[config.mk]
export PLATFORM = sky130hd
export DESIGN_NAME = debouncer_boton
export DESIGN_NICKNAME = d
export VERILOG_FILES = /design/src/rtl/debouncer_boton.sv
export SDC_FILE = /design/constraint.sdc
export NUM_CORES = 1
export LEC_CHECK = 0
export CAP_MARGIN = 40
export CORE_AREA = 2 2 39 41
export DETAILED_ROUTE_END_ITERATION = 10
export DIE_AREA = 0 0 41 43
export SLEW_MARGIN = 20
export SYNTH_ARGS = -nofsm -noshare
export SYNTH_HDL_FRONTEND = slang
export SYNTH_SLANG_ARGS = --single-unit
[constraint.sdc]
create_clock -name clk_i -period 1.62 [get_ports clk_i]
set_clock_uncertainty 0.2 [all_clocks]
set_input_delay 0.243 -clock clk_i [delete_from_list [all_inputs] [get_ports clk_i]]
set_output_delay 0.243 -clock clk_i [all_outputs]
set_load 0.05 [all_outputs]
[src/rtl/debouncer_boton.sv]
// Push-button conditioner: synchronises a raw bouncing input into clk_i and only
// accepts a new level after it has been seen for DEBOUNCE_CYCLES consecutive clocks.
module debouncer_boton #(
  parameter int   SYNC_STAGES     = 2,
  parameter int   DEBOUNCE_CYCLES = 16,
  parameter logic IDLE_LEVEL      = 1'b0
) (
  input  logic clk_i,
  input  logic rst_i,
  input  logic button_i,
  output logic button_o,
  output logic busy_o
);

  localparam int CW = $clog2(DEBOUNCE_CYCLES + 1);
  localparam logic [CW-1:0] C_LAST = CW'(DEBOUNCE_CYCLES - 1);
  localparam logic [CW-1:0] C_ONE  = CW'(1);

  typedef enum logic {ST_STABLE = 1'b0, ST_COUNT = 1'b1} state_t;

  logic [SYNC_STAGES-1:0] r_sync;
  logic                   w_sync;
  state_t                 r_state;
  logic [CW-1:0]          r_cnt;
  logic                   r_out;
  logic                   r_busy;

  // Plain shift chain; nothing may sit between the metastability stages.
  always_ff @(posedge clk_i or posedge rst_i) begin
    if (rst_i) begin
      r_sync <= {SYNC_STAGES{IDLE_LEVEL}};
    end else begin
      r_sync <= {r_sync[SYNC_STAGES-2:0], button_i};
    end
  end

  assign w_sync = r_sync[SYNC_STAGES-1];

  // Qualification FSM; busy mirrors COUNT as a flop so it cannot glitch.
  always_ff @(posedge clk_i or posedge rst_i) begin
    if (rst_i) begin
      r_state <= ST_STABLE;
      r_cnt   <= '0;
      r_out   <= IDLE_LEVEL;
      r_busy  <= 1'b0;
    end else begin
      case (r_state)
        ST_STABLE: begin
          if (w_sync != r_out) begin
            if (DEBOUNCE_CYCLES == 1) begin
              r_out <= w_sync;
              r_cnt <= '0;
            end else begin
              r_state <= ST_COUNT;
              r_cnt   <= C_ONE;
              r_busy  <= 1'b1;
            end
          end else begin
            r_cnt <= '0;
          end
        end
        ST_COUNT: begin
          if (w_sync == r_out) begin
            r_state <= ST_STABLE;
            r_cnt   <= '0;
            r_busy  <= 1'b0;
          end else if (r_cnt == C_LAST) begin
            r_out   <= w_sync;
            r_state <= ST_STABLE;
            r_cnt   <= '0;
            r_busy  <= 1'b0;
          end else begin
            r_cnt <= r_cnt + C_ONE;
          end
        end
        default: begin
          r_state <= ST_STABLE;
          r_cnt   <= '0;
          r_busy  <= 1'b0;
        end
      endcase
    end
  end

  assign button_o = r_out;
  assign busy_o   = r_busy;

endmodule

# Word-level counts from Yosys, hierarchy flattened
# Cells that the tools add are included.
[classes]
n_bitwise = 2
n_mux = 12
reduce_logical = 2
n_eq_ne = 5
add_sub_neg = 1
[op_table]
columns = ["op", "count"]
rows = [
  ["5-bit two-way mux", 2],
  ["5-bit one-hot mux with 2 select lines", 1],
  ["1-bit two-way mux", 7],
  ["5-bit by 1-bit adder with 5-bit output (second input constant)", 1],
  ["5-bit by 4-bit == test with 1-bit output (second input constant)", 1],
  ["1-bit one-hot mux with 2 select lines", 2],
  ["3-bit by 1-bit != test with 1-bit output (second input constant)", 1],
  ["3-bit AND reduction", 1],
  ["2-bit != test (second input constant)", 1],
  ["1-bit inverter", 2],
  ["2-bit AND reduction", 1],
  ["1-bit == test", 1],
  ["1-bit != test", 1],
]
[totals]
wordCells = 27
out_inout_bits = 2
inputBits = 3
regBits = 10

# Longest topological paths before layout
[depth]
ltp_word = 4
depth_mapped = 4
mapped_depth_nobuf = 4

# Worst setup path before layout
# No wires, ideal clock.
[synth_path]
kind = "register to register"
from = "register r_out, in the netlist button_o"
to = "register r_cnt[1]"
arrival_ns = 1.224
path_stages_with_launch = 4
synth_period_minus_slack_ns = 1.512
required_time_ns = 1.332
slack_ns = 0.108
setup_time_ns = 0.088
n_path_buf = 0
cell_sequence = "dfrtp_1 xor2_1 nand2_1 nor3b_1"
[synth_via]
elab_chain_len = 3
[synth_rtl]
columns = ["item", "line_no", "rtl"]
rows = [
  ["from (decl)", "25", "logic r_out;"],
  ["from (signal assigned)", "51", "r_out <= w_sync;"],
  ["from (signal assigned)", "68", "r_out <= w_sync;"],
  ["1-bit == test", "63", "if (w_sync == r_out) begin"],
  ["5-bit two-way mux", "63", ""],
  ["5-bit one-hot mux with 2 select lines", "47", "case (r_state)"],
  ["to (signal assigned)", "73", "r_cnt <= r_cnt + C_ONE;"],
  ["to (decl)", "24", "logic [CW-1:0] r_cnt;"],
]
# No other way between the ends.
# A chain may end at the register's enable or synchronous reset.

# Worst setup path in the final report
[layout_path]
from = "register r_cnt[0]"
to = "register r_out, in the netlist button_o"
[layout_via]
elab_chain_len = 2
[layout_rtl]
columns = ["item", "line_no", "rtl"]
rows = [
  ["5-bit by 4-bit == test with 1-bit output", "67", "end else if (r_cnt == C_LAST) begin"],
  ["3-bit AND reduction (no line)", "-", ""],
]
# No other way between the ends.

==> summary.txt <==
first-pass GRT wire length: 1.06 mm
Post-Synth Adder-Cell Area: 0.0315
worst slew pin tran: 0.371 ns
Power Density: 1040 nW/um^2
vias in the first global route: 264
fin crit share: 0.972
Layout area overhead: 31.2%
syn_area_per_cell: 12.4 sq um
Routed WL: 661 um
register area: 250 sq um
fin area: 520 sq um
Slew Viols, Final: 0
post-synthesis cell count: 32
VDD IR max: 396 uV
Die Wd: 41 um
simple-gate share of the synthesized area: 0.196
CP required: 1.58 ns
post-route insts no fill: 57
Area after DPL: 484 sq um
compound-gate portion of the synthesized area: 0.0284
clk buf depth: 2
CP arrival: 1.53 ns
Die ar.: 1760 sq um
worst min path class: input port to async pin
# diodes: 0
GPL Wtd Cong: 0.640
minimum clock period: 1.58 ns
setup TNS: 0 ns
Resize count post-CTS: 0
Min Hold Slack: 0.0386 ns
clk slew on worst S/H paths: 0.07 ns
grt total ovfl: 0
hpwl dp: 476 um
#FFs+latches synth: 10
Core ar.: 1380 sq um
CTS root buf: clkbuf_4
# clock sinks: 10
TritonCTS Buffers: 3
Worst slew margin: 0.753
RSZ-0062 raised after global routing: false
largest net degree at the start of global routing: 11
FMAX: 635 MHz
footprint of the multi-input gates: 143 sq um
Cell Rows: 14
Setup violations, final: 0
ANT nets after route: 0
DR pass1 iterations: 4
Post-Place Cells: 53
synth unique cells: 16
DRC viols: 0
Skew-Pair Late Insertion Delay: 0.27 ns
# fillers: 132
Port Buffers: 4
net count reported at finish: 46
Hold Buf Count CTS: 0
H-tree level count: 1
crit-path max FO: 5
initial core utilization: 0.287
syn_nets: 36
Post-CTS Setup Inserts: 0
Max-Cap Viols: 0
combinational family with the most area after synthesis: simple AND/OR/NAND/NOR gates
vias per std cell: 4.37
DR vias: 249
crit path launch type: flop
WL per Instance: 11.6 um
Hold Violations, Final: 0
Synth Area in XOR/XNOR: 0.0662
initial antenna violation count: 0
register area share after synthesis: 0.631
Global Route Usage Sum: 0.0991
DRT iter0 DRCs: 4
CTS tree: yes
status: finished, final reports clean
die height: 43 um
critical path type: flop to flop
Synthesis Warnings: 0
Ports: 5
mux cell area share after synthesis: 0.0379
endpoint class of the critical path: flop
ratio of cells with drive above 1 in the final layout: 0.244
P_leak: 0.236 nW
synthesized area: 397 sq um
-- flip-flops by register name, summed over array words and instances, names as in the netlist --
| signal | flops |
|---|---|
| r_state | 1 |
| busy_o | 1 |
| r_sync | 2 |
| r_cnt | 5 |
| button_o | 1 |
-- layout make-up --
type | count | share of cell area
flip-flops and latches | 10 | 0.481
multi-input cells | 21 | 0.274
repair buffers | 5 | 0.130
clock buffers | 4 | 0.0697
well taps | 16 | 0.0385
inverters | 1 | 0.00721
-- per-stage QoR --
stage,util,power (mW),worst slack (ns)
2_1_floorplan,-,0.295,0.108
3_3_place_gp,0.350,0.318,0.0828
3_5_place_dp,0.350,0.319,0.0525
4_1_cts,0.376,0.548,0.0386
5_1_grt,0.376,0.559,0.00450
6_report,0.376,0.540,0.0448
-- synth_stat cells (all sizes together) --
library cell	n	area share
xnor2	1	0.022
ha	1	0.032
nand3	2	0.025
and2	2	0.032
o22ai	1	0.016
dfrtp	10	0.63
nand2	4	0.044
inv	1	0.0095
nor3b	1	0.019
nor2	3	0.028
mux2	1	0.038
and4b	1	0.035
o21ai	1	0.013
xor2	2	0.044
nor3	1	0.013
-- critical path, cell delays in order, from the launching register on --
cell and delay [ns]:
dfrtp_1 0.38, ha_1 0.23, and4b_4 0.29, nand2_2 0.08, mux2_4 0.29
-- per-layer routing --
| layer | routed length (um) | GRT usage | share of wire | up-vias |
|---|---|---|---|---|
| met5 | 0 | 0 | 0 | - |
| met2 | 341 | 0.134 | 0.52 | 4 |
| met3 | 18 | 0.0314 | 0.027 | 4 |
| met1 | 275 | 0.112 | 0.42 | 116 |
| li1 | - | - | - | 125 |
| met4 | 26 | 0.100 | 0.039 | 0 |
-- report_power, final --
| group | switching, mW | internal, mW |
|---|---|---|
| sequential | 0.00905 | 0.259 |
| combinational | 0.0229 | 0.0229 |
| clock | 0.0897 | 0.137 |
| total | 0.122 | 0.419 |
-- placed cells by master, fill, tap and decap left out --
cell / count
clkbuf_8: 1
o21ai_0: 1
inv_1: 1
nand3_1: 2
dfrtp_1: 10
ha_1: 1
clkbuf_4: 3
nor3_1: 1
o22ai_1: 1
nand2_1: 3
clkdlybuf4s50_1: 2
buf_12: 2
nor3b_1: 1
and2_1: 2
buf_4: 1
xor2_1: 2
nor2_1: 3
xnor2_1: 1
mux2_4: 1
and4b_4: 1
nand2_2: 1
-- logic make-up (layout without fill, tap and decap cells) --
family / Yosys count / in the layout
buffers and inverters: 1 / 10
and+or+nand+nor: 14 / 14
xor gates and xnor gates: 3 / 3
adders and majority gates: 1 / 1
muxes: 1 / 1
AOI/OAI and AO/OA: 2 / 2
DFF: 10 / 10
-- worst paths after layout --
kind / startpoint / endpoint / slack [ns] / depth (start not counted)
max: r_cnt[0] / button_o / 0.04 / 4
min: rst_i / r_cnt[2] / 0.04 / 2
max reg2reg: r_cnt[0] / button_o / 0.04 / 4
min reg2reg: r_sync[0] / r_sync[1] / 0.16 / 0
max in group asynchronous: rst_i / busy_o / 0.91 / 2
min in group clk_i: r_sync[0] / r_sync[1] / 0.16 / 0
Power figures use the tool's default switching activity.
